<file path="config.mk">
export PLATFORM = sky130hd
export DESIGN_NAME = mips_watchdog_timer
export DESIGN_NICKNAME = d
export VERILOG_FILES = /design/src/rtl/mips_watchdog_timer_pkg.sv /design/src/rtl/mips_wdt_pulse_gen.sv /design/src/rtl/mips_watchdog_timer.sv
export SDC_FILE = /design/constraint.sdc
export NUM_CORES = 1
export LEC_CHECK = 0
export CORE_UTILIZATION = 51
export CTS_CLUSTER_DIAMETER = 80
export DETAILED_ROUTE_END_ITERATION = 12
export GPL_ROUTABILITY_DRIVEN = 0
export PLACE_DENSITY = 0.77
export SETUP_SLACK_MARGIN = 0.5
export SYNTH_ARGS = -nofsm -noshare
export SYNTH_HDL_FRONTEND = slang
export SYNTH_SLANG_ARGS = --single-unit
</file>
<file path="constraint.sdc">
create_clock -name i_clk -period 2.85 [get_ports i_clk]
set_input_delay 0.57 -clock i_clk [delete_from_list [all_inputs] [get_ports i_clk]]
set_output_delay 0.57 -clock i_clk [all_outputs]
set_load 0.02 [all_outputs]
</file>
<file path="src/rtl/mips_watchdog_timer_pkg.sv">
`default_nettype none
// ============================================================================
// Module      : mips_watchdog_timer_pkg
// Description : Shared watchdog definitions: FSM state encoding and the
//               wait-period opcode decoded by the MIPS control unit.
// Revision    : 1.0 - initial release
// ============================================================================
package mips_watchdog_timer_pkg;

    typedef logic [1:0] wdt_state_t;

    localparam wdt_state_t WDT_IDLE  = 2'd0;
    localparam wdt_state_t WDT_COUNT = 2'd1;
    localparam wdt_state_t WDT_FIRE  = 2'd2;

    // Opcode the control unit decodes into i_wait_period_w_en.
    localparam logic [5:0] OP_WAIT_PERIOD = 6'h3b;

endpackage
`default_nettype wire

</file>
<file path="src/rtl/mips_wdt_pulse_gen.sv">
`default_nettype none
// ============================================================================
// Module      : mips_wdt_pulse_gen
// Description : Emits a registered pulse exactly RST_PULSE_LEN cycles long
//               after a start strobe; o_done flags the pulse's final cycle.
// Revision    : 1.0 - initial release
// ============================================================================
module mips_wdt_pulse_gen #(
    parameter int RST_PULSE_LEN = 4
) (
    input  logic clk,
    input  logic rst,
    input  logic i_start,
    output logic o_pulse,
    output logic o_done
);

    localparam int c_cnt_w = (RST_PULSE_LEN > 1) ? $clog2(RST_PULSE_LEN) : 1;

    logic [c_cnt_w-1:0] r_cnt;
    logic               r_pulse;

    always_ff @(posedge clk or posedge rst) begin
        if (rst) begin
            r_cnt   <= '0;
            r_pulse <= 1'b0;
        end else if (i_start) begin
            // Loading LEN-1 here and ending on zero gives LEN high cycles.
            r_cnt   <= c_cnt_w'(RST_PULSE_LEN - 1);
            r_pulse <= 1'b1;
        end else if (r_pulse) begin
            if (r_cnt == '0) begin
                r_pulse <= 1'b0;
            end else begin
                r_cnt <= r_cnt - c_cnt_w'(1);
            end
        end
    end

    assign o_pulse = r_pulse;
    assign o_done  = r_pulse && (r_cnt == '0);

endmodule
`default_nettype wire

</file>
<file path="src/rtl/mips_watchdog_timer.sv">
`default_nettype none
// ============================================================================
// Module      : mips_watchdog_timer
// Description : Software-kicked watchdog; raises o_cpu_reset for a fixed
//               number of cycles when no period write arrives in time.
// Revision    : 1.0 - initial release
// ============================================================================
module mips_watchdog_timer
    import mips_watchdog_timer_pkg::*;
#(
    parameter int WIDTH         = 32,
    parameter int RST_PULSE_LEN = 4,
    parameter int TO_CNT_WIDTH  = 8
) (
    input  logic                    i_clk,
    input  logic                    i_reset,
    input  logic                    i_wait_period_w_en,
    input  logic [WIDTH-1:0]        i_wait_period,
    output logic                    o_cpu_reset,
    output logic                    o_active,
    output logic [WIDTH-1:0]        o_counter,
    output logic [TO_CNT_WIDTH-1:0] o_timeout_count
);

    wdt_state_t              r_state;
    logic [WIDTH-1:0]        r_period;
    logic [WIDTH-1:0]        r_counter;
    logic [TO_CNT_WIDTH-1:0] r_timeout;

    logic w_expire;
    logic w_pulse;
    logic w_pulse_done;

    // A write on the expiry edge is a kick, so it suppresses the timeout.
    assign w_expire = (r_state == WDT_COUNT) && !i_wait_period_w_en
                      && (r_counter == WIDTH'(1));

    mips_wdt_pulse_gen #(
        .RST_PULSE_LEN(RST_PULSE_LEN)
    ) u_pulse_gen (
        .clk    (i_clk),
        .rst    (i_reset),
        .i_start(w_expire),
        .o_pulse(w_pulse),
        .o_done (w_pulse_done)
    );

    always_ff @(posedge i_clk or posedge i_reset) begin
        if (i_reset) begin
            r_state   <= WDT_IDLE;
            r_period  <= '0;
            r_counter <= '0;
            r_timeout <= '0;
        end else begin
            case (r_state)
                WDT_IDLE: begin
                    if (i_wait_period_w_en && (i_wait_period != '0)) begin
                        r_period  <= i_wait_period;
                        r_counter <= i_wait_period;
                        r_state   <= WDT_COUNT;
                    end
                end
                WDT_COUNT: begin
                    if (i_wait_period_w_en) begin
                        if (i_wait_period != '0) begin
                            r_period  <= i_wait_period;
                            r_counter <= i_wait_period;
                        end else begin
                            r_counter <= '0;
                            r_state   <= WDT_IDLE;
                        end
                    end else if (w_expire) begin
                        r_counter <= '0;
                        r_state   <= WDT_FIRE;
                        if (r_timeout != '1) begin
                            r_timeout <= r_timeout + TO_CNT_WIDTH'(1);
                        end
                    end else begin
                        r_counter <= r_counter - WIDTH'(1);
                    end
                end
                WDT_FIRE: begin
                    // Writes are ignored here: the CPU is held in reset.
                    if (w_pulse_done) begin
                        r_counter <= r_period;
                        r_state   <= WDT_COUNT;
                    end
                end
                default: begin
                    r_counter <= '0;
                    r_state   <= WDT_IDLE;
                end
            endcase
        end
    end

    assign o_cpu_reset     = w_pulse;
    assign o_active        = (r_state != WDT_IDLE);
    assign o_counter       = r_counter;
    assign o_timeout_count = r_timeout;

endmodule
`default_nettype wire

</file>
# Yosys cells after proc, flatten, opt, wreduce, memory -nomap -nowiden
# Index checks and enable logic that the tools add are counted.
[op_classes]
addsub = 3
eq_ne = 11
n_bitwise = 1
n_reduce_logical = 16
mux = 21
[op_table]
columns = ["operator", "n"]
rows = [
  ["$mux W32", 7],
  ["$pmux W32 S3", 1],
  ["$pmux W32 S2", 1],
  ["$eq A32 B1 Y1 const B", 1],
  ["$reduce_bool A32 Y1", 1],
  ["$sub A32 B1 Y32 const B", 1],
  ["$mux W2", 8],
  ["$reduce_and A4 Y1", 3],
  ["$add A8 B1 Y8 const B", 1],
  ["$ne A8 B8 Y1 const B", 1],
  ["$ne A2 B1 Y1 const B", 3],
  ["$pmux W2 S3", 1],
  ["$reduce_bool A2 Y1", 3],
  ["$logic_and A1 B1 Y1", 4],
  ["$logic_not A2 Y1", 2],
  ["$ne A2 B2 Y1 const B", 2],
  ["$reduce_and A2 Y1", 2],
  ["$mux W1", 3],
  ["$ne A3 B2 Y1 const B", 1],
  ["$ne A3 B3 Y1 const B", 1],
  ["$eq A2 B1 Y1 const B", 1],
  ["$eq A2 B2 Y1 const B", 1],
  ["$sub A2 B1 Y2 const B", 1],
  ["$logic_not A1 Y1", 1],
  ["$not A1 Y1", 1],
]
[totals]
inputBits = 35
output_inout_bits = 42
reg_bits = 77

# Depth between registers and ports, before layout
# Gate-level depths: netlist of run 1.
[depth]
depth_word = 6
mapped_depth = 9
ltp_nobuf = 8

# Cells and area by module
# Synthesis of run 1 repeated with hierarchy kept, for this count alone.
[unflattened]
hier_cells = 538
hier_area_um2 = 4639.4
[by_module_without_submodules]
columns = ["module", "area_each_um2", "cells_per_inst", "seq_area_each_um2", "instances"]
rows = [
  ["mips_watchdog_timer", 4476.8, 522, 1851.8, 1],
  ["mips_wdt_pulse_gen", 162.7, 16, 75.1, 1],
]

# Worst setup path before layout of run 1
# Ideal clock, no wire load.
[synth_timing]
kind = "flip-flop to flip-flop"
startpoint = "register r_counter[20] (netlist: o_counter[20])"
endpoint = "register r_counter[2] (netlist: o_counter[2])"
arrival_time_ns = 2.570
n_path_buf = 2
synth_period_minus_slack_ns = 2.701
stages_incl_launch_ff = 9
setup_slack_ns = 0.149
setup_time_ns = 0.131
required_ns = 2.719
cell_sequence = "dfrtp_1 or4_4 or3_1 buf_2 nor4_4 nor2_2 buf_6 a222oi_1 o2bb2ai_1"
[synth_via]
elab_chain_len = 5
[synth_lines]
columns = ["element", "line_no", "rtl"]
rows = [
  ["start: declaration", "mips_watchdog_timer.sv:27", "logic [WIDTH-1:0] r_counter;"],
  ["start signal: assignment", "mips_watchdog_timer.sv:59", "r_counter <= i_wait_period;"],
  ["start signal: assignment", "mips_watchdog_timer.sv:67", "r_counter <= i_wait_period;"],
  ["start signal: assignment", "mips_watchdog_timer.sv:79", "r_counter <= r_counter - WIDTH'(1);"],
  ["$eq A32 B1 Y1", "mips_watchdog_timer.sv:36", "&& (r_counter == WIDTH'(1));"],
  ["$logic_and A1 B1 Y1", "mips_watchdog_timer.sv:36", ""],
  ["$mux W32", "mips_watchdog_timer.sv:72", "end else if (w_expire) begin"],
  ["$mux W32", "mips_watchdog_timer.sv:64", "if (i_wait_period_w_en) begin"],
  ["$pmux W32 S3", "mips_watchdog_timer.sv:55", "case (r_state)"],
]
# No other way between the ends.
# A chain may end at the register's enable or synchronous reset.

# Worst setup path in the final report of run 1
[layout_timing]
startpoint = "register r_counter[21] (netlist: o_counter[21])"
endpoint = "register r_counter[8] (netlist: o_counter[8])"
# The elaborated chain is that of the path after synthesis.

==> results of run 1 <==
-- sequential cells by signal (all words and copies together) (netlist names) --
name,cells
u_pulse_gen.o_pulse,1
o_counter,32
o_timeout_count,8
r_period,32
r_state,2
u_pulse_gen.r_cnt,2
-- area by class of cell --
class                           instances  share of cell area (%)
Inverter                               16                   1.059
Tap cell                              102                   2.117
Multi-Input combinational cell        311                   37.82
Clock inverter                          3                  0.6642
Clock buffer                           11                   2.179
Sequential cell                        77                   32.19
Timing Repair Buffer                  154                   23.97
-- tightest hold or removal path, cell delays in order (launching register included) --
cell	delay (ps)
dfrtp_1	350
nand2_1	50
nand2_1	50
-- stage by stage --
step	cells	total power [mW]	hold slack, ps
5_1_grt	674	3.098	495.2
3_5_place_dp	625	2.059	462.7
4_1_cts	649	2.854	480.8
3_3_place_gp	625	2.041	458.4
2_1_floorplan	429	1.707	445.7
6_report	674	2.981	481.0
-- Yosys cell counts (all sizes together) (7+ instances only) --
library cell,count
a21oi,18
clkbuf,22
inv,16
a22oi,10
a22o,37
nor3,12
nor2,21
dfrtp,77
o2bb2ai,12
o22ai,7
nor4,19
nand2,54
nand4,11
o21ai,18
a31oi,13
-- routing by layer --
metal | up-vias | GRT usage (%) | share of wire (%)
met5 | - | 0 | 0
met4 | 0 | 13.76 | 2.8
met3 | 55 | 6.198 | 11
met2 | 349 | 49.81 | 47
met1 | 2113 | 46.72 | 40
li1 | 1924 | - | -
-- power by group --
group	total, mW	internal [mW]	switching [mW]
Clock	0.784	0.393	0.391
Sequential	1.34	1.20	0.134
Combinational	0.860	0.417	0.444
-- final timing paths --
kind | from | endpoint | depth (start not counted)
max in group asynchronous | i_reset | o_counter[8] | 3
min in group asynchronous | i_reset | r_period[10] | 2
min | r_period[18] | r_period[18] | 2
max reg2reg | o_counter[21] | o_counter[8] | 8
min reg2reg | r_period[18] | r_period[18] | 2
max | o_counter[21] | o_counter[8] | 8
-- repair_timing --
action / in CTS / in global routing
setup buffers: 9 / 24
pin swaps: 13 / 23
gates cloned: 1 / 1
endpoints found under the hold margin: 0 / 0
setup endpoints to repair: 40 / 48
resized for setup: 22 / 47
-- cells by family after synthesis --
kind of cell / Yosys count
AND/OR/NAND/NOR: 158
AO/OA/AOI/OAI: 140
multiplexers: 1
flip-flops: 77
buffers and inverters: 42
XOR/XNOR: 7
adder cells (fa/ha/maj): 4
==> metrics.txt, run 1 <==
slowest CP cell or4_4; global-route wire length before repair 21,380 um; Tcrit/Tclk final 84.29%; startpoint types flip-flop; IO Count 77; Filler cells 467; CP Capture Type flip-flop; YS warnings 0; worst min path class reg2reg; later-pin clock latency in the skew report 350 ps; fin worst setup slack 447.7 ps; Fin. Hold Viols 0; measured slew at the worst slew-check pin 694.2 ps; adder-cell share of the synthesized area 1.225%; Synthesized Nets 468; status complete, no violations; via total after detailed routing 4,441; Port Buffer Count 76; commonest non-fill, non-tap cell in the layout clkdlybuf4s50_1; Post-synth EDFFs 0; row count 32; DP Wirelength 9020 um; final setup fails 0; CTS tree built; Max Cap Viol 0; crit path max fanout 13; delay of the slowest cell on the worst path 550 ps; worst endpoint required time 3070 ps; register area 1941 um2; fmax 416.3 MHz; H-Tree Depth 3; die area 8372 um2; Util after Layout 78.01%; flop2flop setup slack 450 ps; Starting DRT DRC Count 649; Peak supply drop 0.3340 mV; Routed Antenna Nets 0; Setup Skew 12.51 ps; Final Cell Area 6028 um2; most frequent cells in the layout clkdlybuf4s50_1 (70), dfrtp_1 (66), buf_4 (64), nand2_1 (52), a22o_1 (37); antenna violations before repair 0; gr ovfl total 0; mux share of post-synthesis cell area 0.2757%; synth-to-layout area growth 47.57%; Via density 6.589; Primary FF master, synth dfrtp_1; RSZ-0062 raised after global routing true; Post-Place Setup Slack -16.90 ps; normalized max-slew margin 53.50%; simple-gate area share of the yosys netlist 20.21%; Post-Syn Instances 429; Initial Utilization 52.87%; core area 7727 um2; Global Route Usage Sum 33.04%; minimum clock period 2402 ps; clock slew at reported path FFs 80 ps; area leader, netlist dfrtp_1; Multi-input gate area 2280 um2; largest family of logic cells by synthesized area compound AO/OA/AOI/OAI gates; Mapped Avg Cell Area 9.523 um2; DRT Wirelength 14,050 um; layout cells sized above 1 27.45%; Root Driver clkbuf_8; fin. max-slew vios 0; largest net degree at the start of global routing 37; Yosys reg bits 77; synthesized area 4085 um2; crit path cell chain or4_4 -> or3_4 -> nor4_4 -> buf_6 -> or2_4 -> buf_12 -> o21ai_0 -> o2bb2ai_1; pwr/cell area 494.5 nW/um2; Final Net Count 608; number of clock sinks 77; leak pwr 2.580 nW; wire per inst 20.85 um; Synth cell types 53; ys async rst share 100.0%; CTS max path bufs 2; crit path kind reg2reg; CTS Buf Count 9; WP buf/inv 2; Post-Place Cell Area 5330 um2; top area cells in the synthesized netlist dfrtp_1 (47%), a22o_1 (7.9%), nand2_1 (5.0%); DR DRC count 0; Die H 91.50 um; WP data arrival 2620 ps; share of the synthesized area in the top cell type 47.17%; Total Neg Setup Slack 0 ps; Post-CTS Hold Fix Bufs 0; vias in the first global route 4,055; Top delay family on crit path simple AND/OR/NAND/NOR gates; Die Width 91.50 um; area fraction in compound gates after synthesis 25.27%; post-synthesis sequential area ratio 47.17%; Pre-antenna DRT Iters 6; post-synthesis xor/xnor area fraction 1.501%; antenna diode count 0
Note: power is estimated with default switching activity, not from simulation.
==> run 2: changes to the inputs <==
==> constraint.sdc (replaced) <==
create_clock -name i_clk -period 2.4 [get_ports i_clk]
set_input_delay 0.48 -clock i_clk [delete_from_list [all_inputs] [get_ports i_clk]]
set_output_delay 0.48 -clock i_clk [all_outputs]
set_load 0.02 [all_outputs]
==> run 2 against run 1 <==
Effect of this change:
- the run now ends with setup timing left
- combinational power rose by 76%
- sequential share of layout area down 5.6 points
- sequential cell count is the same
- via count increased by 32%
- utilization grew 16 points
- cell count rose by 10%
- critical path type unchanged
- largest power group unchanged
==> metrics.txt, run 2 (synthesized netlist as in run 1, its figures left out) <==
Final Cell Area 7286 um2; Total Neg Setup Slack -11,080 ps; minimum clock period 2869 ps; gr ovfl total 0; startpoint types flip-flop; total power 4.430 mW; measured slew at the worst slew-check pin 942.4 ps; # placed instances 682; Die H 91.50 um; Post-Place Cell Area 5828 um2; post-route insts no fill 744; crit path max fanout 5; die area 8372 um2; DRT Wirelength 25,380 um; final hold slack 458.4 ps; CTS max path bufs 2; Routed Antenna Nets 0; status complete, but fails checks; RSZ-0062 raised after global routing true; Port Buffer Count 76; largest net degree at the start of global routing 78; CP Capture Type flip-flop; number of clock sinks 77; crit path cell chain buf_4 -> nor4_4 -> nand2_1 -> nor4_4 -> nor2_2 -> buf_6 -> buf_12 -> a222oi_1 -> o2bb2ai_1; antenna diode count 0; failing checks setup timing; synth-to-layout area growth 78.35%; Global Route Usage Sum 43.84%; delay of the slowest cell on the worst path 550 ps; final setup fails 40; clock slew at reported path FFs 100 ps; commonest non-fill, non-tap cell in the layout buf_4; DR DRC count 0; Peak supply drop 0.3515 mV; layout cells sized above 1 42.83%; met3 GRT Util 10.97%; Post-CTS Hold Fix Bufs 0; GR Util met1 54.24%; Fin. Hold Viols 0; Root Driver clkbuf_8; slowest CP cell nor4_4; fmax 348.6 MHz; Top delay family on crit path simple AND/OR/NAND/NOR gates; crit path kind reg2reg; Post-Place Setup Slack -367.1 ps; worst min path class in2reg; Max Cap Viol 0; Util after Layout 94.28%; Via density 7.894; WP data arrival 3110 ps; most used routing layer in global routing met2; WP buf/inv 3; most frequent cells in the layout buf_4 (102), dfrtp_1 (70), dlygate4sd2_1 (50), nand2_1 (48), a22o_1 (37); leak pwr 3.369 nW; DP Wirelength 9687 um; IO Count 77; CP most frequent cell nor4_4; later-pin clock latency in the skew report 370 ps; fin worst setup slack -468.7 ps; core area 7727 um2; worst endpoint required time 2640 ps; H-Tree Depth 3; Setup Skew 16.32 ps; Tcrit/Tclk final 119.5%; vias in the first global route 4,987; CTS tree built; CTS Buf Count 9; Initial Utilization 52.87%; pwr/cell area 608.0 nW/um2; global-route wire length before repair 27,780 um; via total after detailed routing 5,873; Starting DRT DRC Count 1,160; normalized max-slew margin 36.69%; antenna violations before repair 0; Pre-antenna DRT Iters 9; wire per inst 34.11 um; Die Width 91.50 um; Filler cells 213; Final Net Count 676; fin. max-slew vios 0; row count 32; met2 Resource Use GR 70.55%
[run 2: changes by cell type in the layout (fill, tap and decap cells not counted), moves of 6 or more]
cell / before / now
clkdlybuf4s50_1: 70 / 6
buf_6: 7 / 25
o21ai_0: 8 / 1
buf_4: 64 / 102
a31oi_1: 11 / 3
dlymetal6s2s_1: 6 / 15
dlygate4sd2_1: 0 / 50
nor2_1: 20 / 14
[run 2: path summary, 6_finish.rpt]
path | cells past startpoint | startpoint | slack, ps | endpoint
max in group asynchronous | 3 | i_reset | 1430 | o_counter[23]
min in group asynchronous | 3 | i_reset | 620 | o_counter[0]
worst min-delay path | 3 | i_wait_period[17] | 460 | r_period[17]
worst max-delay path | 9 | o_counter[6] | -470 | o_counter[8]
worst max register to register | 9 | o_counter[6] | -470 | o_counter[8]
worst min register to register | 2 | r_period[22] | 510 | r_period[22]
[run 2: layout make-up]
| class | instances | area (um2) | area share [%] |
|---|---|---|---|
| Sequential cell | 77 | 1936 | 26.57 |
| Tap cell | 102 | 127.6 | 1.752 |
| Inverter | 16 | 63.81 | 0.8758 |
| Clock buffer | 13 | 168.9 | 2.318 |
| Clock inverter | 3 | 90.09 | 1.236 |
| Multi-Input combinational cell | 311 | 2691 | 36.94 |
| Timing Repair Buffer | 222 | 2208 | 30.31 |
[run 2: timing repair]
action,in CTS,in global routing
resized for setup,124,97
pin swaps,28,39
setup buffers,16,20
endpoints found under the setup margin,103,89
gates cloned,6,4
[run 2: power breakdown]
group | internal, mW | switching, mW
clock network | 0.779 | 0.558
logic | 0.650 | 0.860
registers | 1.43 | 0.158
[run 2: layer usage]
layer / up-vias / share of wire (%)
li1: 2069 / -
met1: 2743 / 32
met2: 737 / 41
met3: 322 / 16
met4: 2 / 11
met5: - / 0.25
[run 2: worst register-to-register path, cell delays in order, from the launching register on]
cell	delay, ps
dfrtp_1	410
buf_4	150
nor4_4	550
nand2_1	220
nor4_4	430
nor2_2	100
buf_6	150
buf_12	130
a222oi_1	460
o2bb2ai_1	130
==> RTL edit: new RTL, settings of run 1 <==
Make the reset (`i_reset` and `rst`) synchronous in 2 clocked blocks.
--- a/src/rtl/mips_wdt_pulse_gen.sv
+++ b/src/rtl/mips_wdt_pulse_gen.sv
@@ -20,7 +20,7 @@
     logic [c_cnt_w-1:0] r_cnt;
     logic               r_pulse;
 
-    always_ff @(posedge clk or posedge rst) begin
+    always_ff @(posedge clk) begin
         if (rst) begin
             r_cnt   <= '0;
             r_pulse <= 1'b0;
--- a/src/rtl/mips_watchdog_timer.sv
+++ b/src/rtl/mips_watchdog_timer.sv
@@ -45,7 +45,7 @@
         .o_done (w_pulse_done)
     );
 
-    always_ff @(posedge i_clk or posedge i_reset) begin
+    always_ff @(posedge i_clk) begin
         if (i_reset) begin
             r_state   <= WDT_IDLE;
             r_period  <= '0;
Formal check against the unedited RTL: differs if i_reset is asserted again (counterexample within 4 cycles, from zero or initial values and one cycle with i_reset high); with i_reset held inactive, the same outputs for 10 cycles.
==> RTL edit against run 1 <==
Cell count increased by 4.2%. Critical path type is now primary input to flip-flop. Total power decreased by 2.7%. Sequential cell count unchanged. Count of clock-buffer cells in the layout increased by 1. Worst hold slack got worse by 0.022 ns. Clock skew about the same. Area after synthesis decreased by 1.1%. Setup slack improved by 0.072 ns. Design area decreased by 10%. Global-route usage decreased by 1.1 points. Sequential share of layout area decreased by 3.6 points. First-iteration DRC count decreased by 42%. Critical endpoint is now o_counter[29]. Routed wire length decreased by 8.2%.
==> RTL edit: results (changes against run 1) <==
| Metric | Value |
|---|---|
| Status | finished, final reports clean |
| Peak VDD IR | 0.264 mV (-21%) |
| Global Route met3 Usage | 7.45% (+1.3 points) |
| # fillers | 619 (+33%) |
| Vias per cell | 6.27 (-4.8%) |
| Critical path's slowest cell | clkdlybuf4s50_1 |
| Asr flop ratio synth | 0% (-100 points) |
| Drt pass-1 iters | 5 (-1) |
| Drt first-iter violations | 377 (-42%) |
| Clk_skew | 0.0120 ns (-0.000478 ns) |
| Syn_area_per_cell | 8.11 um2 (-15%) |
| Met1 Use GR | 41.7% (-5.0 points) |
| Total track usage | 31.9% (-1.1 points) |
| Seq/Total Area, Yosys | 38.2% (-9.0 points) |
| WHS | 0.459 ns (-0.0224 ns) |
| CTS Root Cell | clkbuf_8 |
| Hold_sp | r_period[29] |
| Worst path arrival time | 2.58 ns (-0.04 ns) |
| Max FO, Critical Path | 11 (-2) |
| Final nets | 634 (+4.3%) |
| R2R Path End | o_counter[23] |
| Synth top area cells | dfxtp_1, nand2_1, a21oi_1 |
| Number of global-route vias before repair | 4262 (+5.1%) |
| R2r worst-path depth | 6 (-2) |
| Worst Tran Pin Value | 0.488 ns (-0.206 ns) |
| Routed length per instance | 18.4 um (-12%) |
| R2r setup slk | 0.55 ns (+0.10 ns) |
| Critical path's largest stage delay | 0.48 ns (-0.07 ns) |
| Net Sw Power | 0.962 mW (-0.71%) |
| Synth Net Count | 537 (+15%) |
| M2 GR Usage | 50.4% (+0.63 points) |
| Post-synth top cells | nand2_1, dfxtp_1, a21oi_1 |
| First-pass GRT wire length | 21.0 mm (-1.8%) |
| P_leak | 2.01 nW (-22%) |
| Yosys cell types | 67 (+26%) |
| Layout Cells excl Fill | 702 (+4.2%) |
| Worst reg2reg path startpoint | o_counter[8] |
| Top FF cell, synth | dfxtp_1 |
| Delay-heaviest family, CP | compound AO/OA/AOI/OAI gates |
| Hold endpoint | r_period[29] |
| Largest net degree at the start of global routing | 24 (-35%) |
| Post-placement cell count | 685 (+9.6%) |
| HPWL Detailed | 9.27 mm (+2.8%) |
[RTL edit: layer usage]
| metal | part of all wire (%) | wire (um) |
|---|---|---|
| met5 | 0 | 0 |
| met4 | 3.0 | 388 |
| met3 | 9.5 | 1220 |
| met2 | 47 | 6000 |
| met1 | 41 | 5290 |
[RTL edit: layout make-up]
| class | count | area share (%) |
|---|---|---|
| sequential | 77 | 28.6 |
| inverter | 10 | 0.695 |
| tap | 102 | 2.36 |
| clock inverter | 4 | 0.880 |
| timing repair buffer | 116 | 20.3 |
| multi-input combinational | 381 | 44.5 |
| clock buffer | 12 | 2.69 |
[RTL edit: power groups by stage]
stage	Combinational, mW	Sequential (mW)	Clock [mW]
after floorplan	0.382	1.33	0
after global placement	0.737	1.29	0
after detailed placement	0.745	1.30	0
after CTS	0.755	1.27	0.833
after global routing	0.836	1.29	0.885
final	0.781	1.28	0.839
[RTL edit: repair_timing]
item,in CTS,in global routing
gates resized for setup,10,23
pin swaps,6,12
hold endpoints to repair,0,0
endpoints found under the setup margin,30,33
setup buffers,1,0
[RTL edit: through the flow]
step | total power [mW] | instance area, um2 | setup TNS, ns | util (%) | setup WS, ns
after floorplan | 1.71 | 4040 | 0 | - | 0.647
after global placement | 2.03 | 5080 | 0 | 66.1 | 0.00273
after CTS | 2.86 | 5320 | 0 | 69.2 | 0.488
final | 2.90 | 5400 | 0 | 70.3 | 0.520
after global routing | 3.01 | 5400 | 0 | 70.3 | 0.485
after detailed placement | 2.04 | 5080 | -0.00144 | 66.1 | -0.00144
[RTL edit: kinds of logic after synthesis]
| family | share of synthesized area, % |
|---|---|
| buf+inv | 4.65 |
| compound gates | 25.8 |
| simple gates | 28.2 |
| flops | 38.2 |
| xor+xnor | 1.73 |
| mux | 0.248 |
| fa+ha+maj | 1.24 |
[RTL edit: worst max path at each step]
stage | startpoint | to | slack (ns) | depth (start not counted)
after floorplan | i_wait_period[21] | o_counter[0] | 0.65 | 7
after global placement | i_wait_period[22] | o_counter[14] | 0.003 | 9
after detailed placement | i_wait_period[22] | o_counter[8] | -0.001 | 10
after CTS | i_wait_period[1] | o_counter[29] | 0.49 | 9
after global routing | o_counter[8] | o_counter[23] | 0.49 | 6
final | i_wait_period[26] | o_counter[29] | 0.52 | 8
[RTL edit: worst reg2reg max path, stage by stage, from the launching register on]
cell	delay, ns
dfxtp_1	0.40
or4_4	0.61
nor3_4	0.30
nand3_2	0.24
o41ai_2	0.27
a21oi_1	0.10
a211o_1	0.27
